## src/rtl/resample_pkg.sv

```systemverilog
// Shared types and defaults for the polyphase resampler MAC scheduler.
package resample_pkg;

  typedef enum logic [1:0] {
    S_IDLE  = 2'd0,
    S_ISSUE = 2'd1,
    S_DRAIN = 2'd2,
    S_DONE  = 2'd3
  } state_t;

  localparam int DEF_RATE_NUM = 274;
  localparam int DEF_RATE_DEN = 170;
  localparam int DEF_TAPS     = 8;
  localparam int PHASE_W      = 4;
  localparam int ACC_W        = 16;
  localparam int PEND_MAX     = 3;

endpackage

```

## src/rtl/rr_arbiter.sv

```systemverilog
// Round-robin arbiter: one-hot grant, search starts after the last granted index.
module rr_arbiter
  import resample_pkg::*;
#(
  parameter  int N  = 2,
  localparam int IW = (N > 1) ? $clog2(N) : 1
) (
  input  logic         clk,
  input  logic         reset,
  input  logic [N-1:0] i_req,
  input  logic         i_adv,
  output logic [N-1:0] o_gnt
);

  logic [IW-1:0] r_ptr;
  logic [IW-1:0] w_idx;
  logic [IW-1:0] w_cand;
  logic          w_found;
  int            j;

  always_comb begin
    o_gnt   = '0;
    w_idx   = '0;
    w_cand  = '0;
    w_found = 1'b0;
    j       = 0;
    for (int k = 1; k <= N; k++) begin
      j = int'(r_ptr) + k;
      if (j >= N) j = j - N;
      w_cand = IW'(j);
      if (!w_found && i_req[w_cand]) begin
        w_found       = 1'b1;
        o_gnt[w_cand] = 1'b1;
        w_idx         = w_cand;
      end
    end
  end

  always_ff @(posedge clk) begin
    if (reset)                  r_ptr <= IW'(N - 1);
    else if (i_adv && w_found)  r_ptr <= w_idx;
  end

endmodule

```

## src/rtl/resample_mac_scheduler.sv

```systemverilog
// Shares one MAC among NUM_CH channels: phase accumulator posts output requests,
// a round-robin FSM issues TAPS taps per request. Optional RESAMP_SCHED_STATUS_EN adds drop_count.
module resample_mac_scheduler
  import resample_pkg::*;
#(
  parameter  int NUM_CH   = 2,
  parameter  int TAPS     = DEF_TAPS,
  parameter  int RATE_NUM = DEF_RATE_NUM,
  parameter  int RATE_DEN = DEF_RATE_DEN,
  parameter  int PIPE_LAT = 2,
  localparam int TW       = (TAPS > 1) ? $clog2(TAPS) : 1,
  localparam int CW       = (NUM_CH > 1) ? $clog2(NUM_CH) : 1
) (
  input  logic               clk,
  input  logic               reset,
  input  logic               in_valid,
  output logic               tap_valid,
  output logic [TW-1:0]      tap_index,
  output logic [TW-1:0]      rd_offset,
  output logic [PHASE_W-1:0] phase_index,
  output logic [CW-1:0]      ch_sel,
  output logic               acc_clr,
  output logic               out_valid,
  output logic [CW-1:0]      out_ch,
  output logic               overflow
`ifdef RESAMP_SCHED_STATUS_EN
  , output logic [7:0]       drop_count
`endif
);

  localparam int SW = $clog2(TAPS + PIPE_LAT + 1);
  localparam int QW = ACC_W + PHASE_W;
  localparam logic [ACC_W-1:0] L_NUM = ACC_W'(RATE_NUM);
  localparam logic [ACC_W-1:0] L_DEN = ACC_W'(RATE_DEN);
  localparam logic [ACC_W-1:0] L_MAX = ACC_W'(RATE_NUM + RATE_DEN);
  localparam logic [QW-1:0]    L_DEN_Q = QW'(RATE_DEN);
  localparam logic [SW-1:0]    L_LAST_TAP = SW'(TAPS - 1);
  localparam logic [SW-1:0]    L_LAST_DRN = SW'((PIPE_LAT > 0) ? PIPE_LAT - 1 : 0);

  // ---------------- phase accumulator ----------------
  logic [ACC_W-1:0]   r_acc;
  logic [ACC_W-1:0]   w_acc_sub;
  logic [ACC_W:0]     w_acc_sum;
  logic [ACC_W-1:0]   w_acc_nx;
  logic               w_post;
  logic [QW-1:0]      w_phase_q;
  logic [PHASE_W-1:0] w_phase;

  always_comb begin
    w_post    = (r_acc >= L_DEN);
    w_acc_sub = w_post ? (r_acc - L_DEN) : r_acc;
    w_acc_sum = {1'b0, w_acc_sub} + {1'b0, (in_valid ? L_NUM : {ACC_W{1'b0}})};
    // Overload (ratio > 1 with back-to-back strobes) pins acc at its ceiling.
    w_acc_nx  = (w_acc_sum > {1'b0, L_MAX}) ? L_MAX : w_acc_sum[ACC_W-1:0];
    // Fractional phase = acc/DEN in [0,1); its top PHASE_W bits select the branch.
    w_phase_q = {r_acc, {PHASE_W{1'b0}}} / L_DEN_Q;
    w_phase   = (w_post || (|w_phase_q[QW-1:PHASE_W])) ? {PHASE_W{1'b1}}
                                                        : w_phase_q[PHASE_W-1:0];
  end

  always_ff @(posedge clk) begin
    if (reset) r_acc <= '0;
    else       r_acc <= w_acc_nx;
  end

  // ---------------- FSM ----------------
  state_t              r_state, w_state_nx;
  logic [SW-1:0]       r_step, w_step_nx;
  logic [CW-1:0]       r_ch;
  logic [PHASE_W-1:0]  r_phase;
  logic [NUM_CH-1:0]   w_req, w_gnt;
  logic [CW-1:0]       w_gnt_idx;
  logic                w_grant_en;

  rr_arbiter #(.N(NUM_CH)) u_arb (
    .clk   (clk),
    .reset (reset),
    .i_req (w_req),
    .i_adv (w_grant_en),
    .o_gnt (w_gnt)
  );

  always_comb begin
    w_gnt_idx = '0;
    for (int i = 0; i < NUM_CH; i++)
      if (w_gnt[i]) w_gnt_idx = CW'(i);
  end

  always_comb begin
    w_state_nx = r_state;
    w_step_nx  = r_step;
    w_grant_en = 1'b0;
    tap_valid  = 1'b0;
    acc_clr    = 1'b0;
    out_valid  = 1'b0;
    case (r_state)
      S_IDLE: if (|w_gnt) begin
        w_grant_en = 1'b1;
        w_step_nx  = '0;
        w_state_nx = S_ISSUE;
      end
      S_ISSUE: begin
        tap_valid = 1'b1;
        acc_clr   = (r_step == '0);
        w_step_nx = r_step + 1'b1;
        if (r_step == L_LAST_TAP) begin
          w_step_nx  = '0;
          w_state_nx = (PIPE_LAT == 0) ? S_DONE : S_DRAIN;
        end
      end
      S_DRAIN: begin
        w_step_nx = r_step + 1'b1;
        if (r_step == L_LAST_DRN) begin
          w_step_nx  = '0;
          w_state_nx = S_DONE;
        end
      end
      S_DONE: begin
        out_valid  = 1'b1;
        w_state_nx = S_IDLE;
      end
      default: w_state_nx = S_IDLE;
    endcase
    tap_index   = tap_valid ? r_step[TW-1:0] : '0;
    rd_offset   = tap_index;
    ch_sel      = tap_valid ? r_ch : '0;
    phase_index = tap_valid ? r_phase : '0;
    out_ch      = out_valid ? r_ch : '0;
  end

  always_ff @(posedge clk) begin
    if (reset) begin
      r_state <= S_IDLE;
      r_step  <= '0;
      r_ch    <= '0;
      r_phase <= '0;
    end else begin
      r_state <= w_state_nx;
      r_step  <= w_step_nx;
      if (w_grant_en) begin
        r_ch    <= w_gnt_idx;
        r_phase <= w_phase;
      end
    end
  end

  // ---------------- pending-request counters ----------------
  logic [NUM_CH-1:0][1:0] r_pend;
  logic [NUM_CH-1:0]      w_dec, w_drop;
  logic                   r_ovf;

  always_comb begin
    for (int i = 0; i < NUM_CH; i++) begin
      w_req[i]  = |r_pend[i];
      w_dec[i]  = (r_state == S_DONE) && (r_ch == CW'(i));
      // A post that lands on the serving channel's DONE cycle nets to zero.
      w_drop[i] = w_post && !w_dec[i] && (r_pend[i] == 2'(PEND_MAX));
    end
  end

  always_ff @(posedge clk) begin
    if (reset) begin
      r_pend <= '0;
      r_ovf  <= 1'b0;
    end else begin
      for (int i = 0; i < NUM_CH; i++) begin
        if (w_post && !w_dec[i] && !w_drop[i]) r_pend[i] <= r_pend[i] + 2'd1;
        else if (!w_post && w_dec[i])          r_pend[i] <= r_pend[i] - 2'd1;
      end
      r_ovf <= r_ovf | (|w_drop);
    end
  end

  assign overflow = r_ovf;

`ifdef RESAMP_SCHED_STATUS_EN
  logic [7:0] r_drops;
  logic [7:0] w_ndrop;
  logic [8:0] w_drop_sum;

  always_comb begin
    w_ndrop = '0;
    for (int i = 0; i < NUM_CH; i++) w_ndrop = w_ndrop + 8'(w_drop[i]);
    w_drop_sum = {1'b0, r_drops} + {1'b0, w_ndrop};
  end

  always_ff @(posedge clk) begin
    if (reset) r_drops <= '0;
    else       r_drops <= w_drop_sum[8] ? 8'hFF : w_drop_sum[7:0];
  end

  assign drop_count = r_drops;
`endif

endmodule
```

## config.mk

```make
export PLATFORM = sky130hd
export DESIGN_NAME = resample_mac_scheduler
export DESIGN_NICKNAME = d
export VERILOG_FILES = /design/src/rtl/resample_pkg.sv /design/src/rtl/rr_arbiter.sv /design/src/rtl/resample_mac_scheduler.sv
export SDC_FILE = /design/constraint.sdc
export NUM_CORES = 1
export LEC_CHECK = 0
export BUFFER_PORTS_ARGS = -buffer_cell sky130_fd_sc_hd__buf_2
export CORE_ASPECT_RATIO = 1.5
export CORE_MARGIN = 2
export CORE_UTILIZATION = 40
export DETAILED_ROUTE_END_ITERATION = 10
export HOLD_SLACK_MARGIN = 0.03
export PLACE_DENSITY = 0.65
export SYNTH_ARGS = -nofsm -noshare
export SYNTH_HDL_FRONTEND = slang
export SYNTH_SLANG_ARGS = --single-unit
```

## constraint.sdc

```tcl
create_clock -name clk -period 12.2 [get_ports clk]
set_input_delay 1.22 -clock clk [delete_from_list [all_inputs] [get_ports clk]]
set_output_delay 1.22 -clock clk [all_outputs]
set_load 0.005 [all_outputs]
```

==> results of run 1 <==
-- timing repair --
action                                  4_1_cts  5_1_grt
gates cloned                                  0        1
pin swaps                                     8       71
buffers inserted                              6       43
gates resized for setup                      32      105
endpoints found under the setup margin        2        3
-- per-stage QoR --
stage | setup slack [ps] | cells | hold WS, ps
after CTS | 4.27 | 1675 | 463
final | -69.0 | 1719 | 462
after floorplan | -161 | 1247 | 427
after detailed placement | -516 | 1661 | 453
after global routing | -364 | 1719 | 499
after global placement | -450 | 1661 | 451
-- worst max-delay path by stage --
stage | endpoint | slack, ps | startpoint
after floorplan | r_phase[0] | -160 | r_acc[2]
after global placement | r_phase[0] | -450 | r_acc[1]
after detailed placement | r_phase[0] | -520 | r_acc[1]
after CTS | r_phase[0] | 4 | r_acc[1]
after global routing | r_phase[0] | -360 | r_acc[1]
final | r_phase[0] | -70 | r_acc[1]
-- kinds of logic after synthesis --
family                   Yosys count
adder cells (fa/ha/maj)           23
flip-flops                        32
AND/OR/NAND/NOR                  483
AO/OA/AOI/OAI                    488
other                              1
multiplexers                      25
buffers and inverters             99
XOR/XNOR                          90
-- cells in the mapped netlist, types with 26 or more instances --
| cell | instances | area (um2) |
|---|---|---|
| nor3_1 | 38 | 190 |
| inv_1 | 30 | 113 |
| dfxtp_1 | 32 | 641 |
| nand3_1 | 32 | 160 |
| and2_1 | 29 | 181 |
| nand2_1 | 100 | 375 |
| clkbuf_1 | 32 | 120 |
| o211ai_1 | 26 | 195 |
| o21ai_0 | 82 | 410 |
| xnor2_1 | 74 | 648 |
| a21oi_1 | 85 | 425 |
| nor2_1 | 137 | 514 |
-- worst reg2reg max path, delay by kind of cell, from the launching register on --
family / cells / cell delay [ps]
mux: 2 / 550
compound gates: 26 / 5470
xor+xnor: 2 / 340
fa+ha+maj: 3 / 620
flops: 1 / 360
buf+inv: 5 / 550
simple gates: 13 / 4300
-- metal layers --
metal	GRT usage [%]	wire length (um)
met5	0	0
met3	1.49	1150
met2	50.1	16800
met4	12.9	1720
met1	28.0	11800
-- sequential cells by signal (all words and copies together) (netlist names) --
register and flops:
r_state 2, overflow 1, r_phase 4, u_arb.r_ptr 1
r_step 4, r_ch 1, r_acc 15, r_pend 4
-- cell type report --
cell class                      instances  area [um2]  share of cell area [%]
Clock buffer                            5         125                    1.08
Clock inverter                          3        22.5                   0.194
Inverter                               34         133                    1.14
Multi-Input combinational cell       1116        8390                    72.2
Sequential cell                        32         646                    5.55
Tap cell                              268         335                    2.88
Timing Repair Buffer                  261        1970                    17.0
==> impl_results.md, run 1 <==
- CP Class: flop to flop
- TritonCTS buffer count: 5
- Number of global-route vias before repair: a little over 10000
- Main combinational cell family by area after synthesis: compound AO/OA/AOI/OAI gates
- Async SR Flop Fraction: 0%
- Ys flop type: dfxtp_1
- Vias: around 11000
- Final period util: 101%
- Deepest clock path buffer count: 2
- Rel. slew slack: roughly 48%
- Clock-pin slew on the worst setup and hold paths: 60 ps
- Worst setup margin: -69.0 ps
- Worst skew pair latency: roughly 270 ps
- Reg2Reg Capture Point: r_phase[0]
- Port bufs: 18
- Hold crit path type: flop to flop
- Hold path cells: 2
- Die W: 124 um
- Avg WL per Cell: around 18 um
- Layout fillers: slightly below 2000
- Worst reg2reg setup slack: -70 ps
- Setup TNS: -115 ps
- CP Launch Type: flop
- Worst EP arrival: between 10000 and 15000 ps
- Total Die Area: around 23000 um2
- Synth Area in Simple Gates: 28.6%
- Most frequent cells in the layout: buf_4, nor2_1, nand2_1
- Nets: 1475
- Core Region: roughly 21000 um2
- Final setup fails: 2
- DRT Wirelength: roughly 31000 um
- Die H: about 180 um
- Syn avg cell area: around 6.9 um2
- Worst-margin pin slew: 769 ps
- Crit path max-delay cell type: or4b_4
- WP depth: 51
- Worst hold endpoint: r_phase[1]
- Drt initial violations: 760
- Seq/Total Area, Yosys: 7.46%
- Clock skew: roughly 3.8 ps
- Number of iterations in the first detailed-routing pass: 5
- CP delay by family, top: compound AO/OA/AOI/OAI gates
- Mapped Area: ~8600 um2
- Xor/xnor cell area share of the yosys netlist: between 9 and 10%
- Share of layout cells above drive strength 1: around 33%
- Final Hold Viols: 0
- Failing checks: setup timing
- Critical Path Fanout Max: 7
- Complex-gate fraction of the synthesized area: between 40% and 50%
- Worst R2R Start: r_acc[1]
- Final Core Density: 55.2%
- Clock sinks: 32
- Largest net degree at the start of global routing: 26
- GRT overflow: 0
- Critical Path End Type: flop
- Yosys Warn Count: 0
- Req. time, crit path: around 12000 ps
- Post-synthesis cell count: 1241
- Final GP Congestion: 0.989
- Io pins: 19
- Hold Crit Start: r_phase[1]
- Synthesis-to-finish area growth: 35.5%
- Post-route cell area: ~12000 um2
- Initial core utilization: approximately two fifths
- Mean number of vias per cell: roughly 6.3
- Max-Cap Viols: 0
- Most common cell after layout, fill and taps aside: buf_4
- Min cycle time layout: roughly 12000 ps
- DRC viols: 0
- Worst path max stage delay: approximately 550 ps
- Hold Buf Count CTS: 0
- H-tree depth: 2
- GRT Total Usage: between 20% and 30%
- Worst R2R Path Depth: 51
- Initial antenna violation count: 0
- Fmax: 81.5 MHz
- # diodes: 0
- Post-route ant nets: 0
- CTS tree: yes
- Number of enable-type register cells in the synthesized netlist: 0
- RSZ-0062 raised after global routing: true
- Hpwl dp: roughly 24000 um
- Buf+Inv Stages, Crit Path: 5
- Distinct cells, synth: approximately 120
- Placed Area: between 10000 and 15000 um2
- Max Slew Vio Count: 0
- Core Rows: 65
- Root buf cell: clkbuf_16
- Post-synthesis register bit count: 32
- First-pass GRT wire length: around 49000 um
- Mux share of post-synthesis cell area: between 3 and 4%
- Synth Area in Adders: between 3 and 4%
- Status: complete, but fails checks
Power of run 1 is left out: the tool's default activity adds up to more than one toggle a clock period on the data nets, which glitch-free logic cannot reach.
==> run 2: changes to the inputs <==
ABC_AREA = 1   (was default)
==> run 2 against run 1 <==
- the run now ends clean
- utilization fell by 9.9 points
- clock-buffer cell count stayed put
- cell count rose by 1.6%
- final area down 23%
- clock skew hardly changed
- area after synthesis decreased by 5.2%
- critical path depth increased by 33
- synthesized cell count grew 16%
- non-clock buffer count decreased by 211
- global-route usage is 5.8 points lower
==> impl_results.md, run 2 <==
- Area contributors post-synth: nand2_1, nand3_1, dfxtp_1
- Most common cell after layout, fill and taps aside: nand2_1
- DRT Wirelength: 22900 um (-27%)
- GRT Total Usage: 20.3% (-5.8 points)
- Most frequent cells in the layout: nand2_1, nand3_1, inv_1
- Total Die Area: 21500 um2 (-5.1%)
- Drt initial violations: 474 (-38%)
- Final setup fails: 0 (-2)
- Most numerous cell in the Yosys netlist: nand2_1
- Hold WS: 468 ps (+6.00 ps)
- Io pins: 19 (unchanged)
- Worst-margin pin slew: 784 ps (+14.6 ps)
- Share of layout cells above drive strength 1: 21.9% (-11 points)
- Max-Cap Viols: 0 (unchanged)
- First-pass GRT wire length: 36700 um (-25%)
- Crit path max-delay cell type: dfxtp_2
- Avg WL per Cell: 13.1 um (-28%)
- Area leader, netlist: nand2_1
- Post-synthesis register bit count: 32 (unchanged)
- Mapped Area: 8140 um2 (-5.2%)
- DRC viols: 0 (unchanged)
- Nets: 1511 (+2.4%)
- Number of enable-type register cells in the synthesized netlist: 0 (unchanged)
- Largest register FFs: 15 (unchanged)
- CP delay by family, top: simple AND/OR/NAND/NOR gates
- Distinct cells, synth: 54 (-54%)
- # diodes: 0 (unchanged)
- H-tree depth: 2 (unchanged)
- Synth cell count leaders: nand2_1, nand3_1, inv_1, nor2_1, nand2_2
- CP Class: flop to flop
- TritonCTS buffer count: 5 (unchanged)
- CP Launch Type: flop
- Clock sinks: 32 (unchanged)
- Post-route ant nets: 0 (unchanged)
- Critical Path Fanout Max: 16 (+9)
- Number of global-route vias before repair: 8300 (-19%)
- Final GP Congestion: 0.941 (-4.9%)
- Layout fillers: 2142 (+11%)
- Clock skew: 3.53 ps (-0.217 ps)
- CTS tree: yes
- Reg with most FFs: r_acc
- Worst path max stage delay: 360 ps (-190 ps)
- Seq/Total Area, Yosys: 7.87% (+0.41 points)
- Clock-pin slew on the worst setup and hold paths: 60 ps (about the same)
- Largest net degree at the start of global routing: 21 (-19%)
- Ys flop type: dfxtp_1
- Status: finished, final reports clean
- Most used cell, CP: nand2_1
- Hold Buf Count CTS: 0 (unchanged)
- Final period util: 91.1% (-9.4 points)
- Top cell type's share of synthesized area: 20.7% (+13 points)
- Min cycle time layout: 11120 ps (-1150 ps)
- Initial core utilization: 41.0% (+0.22 points)
- Rel. slew slack: 47.4% (-0.82 points)
- Core Rows: 63 (-3.1%)
- GRT overflow: 0 (unchanged)
- Post-synthesis cell count: 1442 (+16%)
- Buf+Inv Stages, Crit Path: 14 (+9)
- Worst EP arrival: 11290 ps (-1180 ps)
- Initial antenna violation count: 0 (unchanged)
- Syn avg cell area: 5.64 um2 (-18%)
- Critical Path End Type: flop
- Mean number of vias per cell: 5.16 (-19%)
- Hold crit path type: flop to flop
- Vias: 9008 (-17%)
- Max Slew Vio Count: 0 (unchanged)
- Async SR Flop Fraction: 0% (unchanged)
- Die W: 120 um (-2.5%)
- Core Region: 19900 um2 (-5.7%)
- Worst skew pair latency: 280 ps (about the same)
- Fmax: 89.9 MHz (+10%)
- Root buf cell: clkbuf_16
- Die H: 179 um (-2.6%)
- Deepest clock path buffer count: 2 (unchanged)
- Hpwl dp: 18500 um (-24%)
- Yosys Warn Count: 0 (unchanged)
- Final Hold Viols: 0 (unchanged)
- Synthesis-to-finish area growth: 10.5%
- Port bufs: 18 (unchanged)
- Number of iterations in the first detailed-routing pass: 5 (unchanged)
- Req. time, crit path: 12370 ps (-30 ps)
-- run 2: cell type report --
cell class	count	area, um2	share of cell area [%]
clock inverters	3	42.5	0.473
repair buffers	50	343	3.81
flip-flops and latches	32	646	7.18
inverters	198	759	8.45
well taps	260	325	3.62
clock buffers	5	125	1.39
multi-input cells	1199	6750	75.1
-- run 2: tightest hold or removal path: stages, from the launching register on --
cell and delay [ps]:
dfxtp_1 310, o21ai_0 80, inv_1 50
-- run 2: final timing paths --
check                           startpoint         end  slack (ps)  cells after the start
worst max-delay path              r_acc[2]  r_phase[0]        1080                     84
worst max register to register    r_acc[2]  r_phase[0]        1080                     84
worst min register to register    overflow    overflow         470                      2
worst min-delay path              overflow    overflow         470                      2
-- run 2: cell families after synthesis --
logic type	Yosys count	synth area share (%)
and+or+nand+nor	1007	62.6
buffers and inverters	224	12.5
AOI/OAI and AO/OA	111	8.73
xor gates and xnor gates	45	4.84
DFF	32	7.87
adders and majority gates	22	3.38
other	1	0.0461
-- run 2: per-layer routing --
metal  GRT usage, %  vias to the layer above  routed length (um)
li1               -                     4725                   -
met1           20.6                     4035                8770
met2           41.4                      172               12500
met3           1.34                       76                 499
met4           9.01                        0                1110
met5              0                        -                   0
-- run 2: through the flow --
stage | TNS, ps | setup WS, ps | instances | cell area, um2 | util, %
after floorplan | 0 | 2300 | 1448 | 8160 | -
after global placement | 0 | 353 | 1706 | 8360 | 42.1
after detailed placement | 0 | 116 | 1706 | 8360 | 42.1
after CTS | 0 | 78.3 | 1714 | 8530 | 42.9
after global routing | -37.3 | -37.3 | 1747 | 8990 | 45.3
final | 0 | 1080 | 1747 | 8990 | 45.3
-- run 2: repair_timing --
item,in CTS,in global routing
resized for setup,0,38
setup buffers,0,26
endpoints found under the setup margin,0,3
Power of run 2 is left out for the same reason.
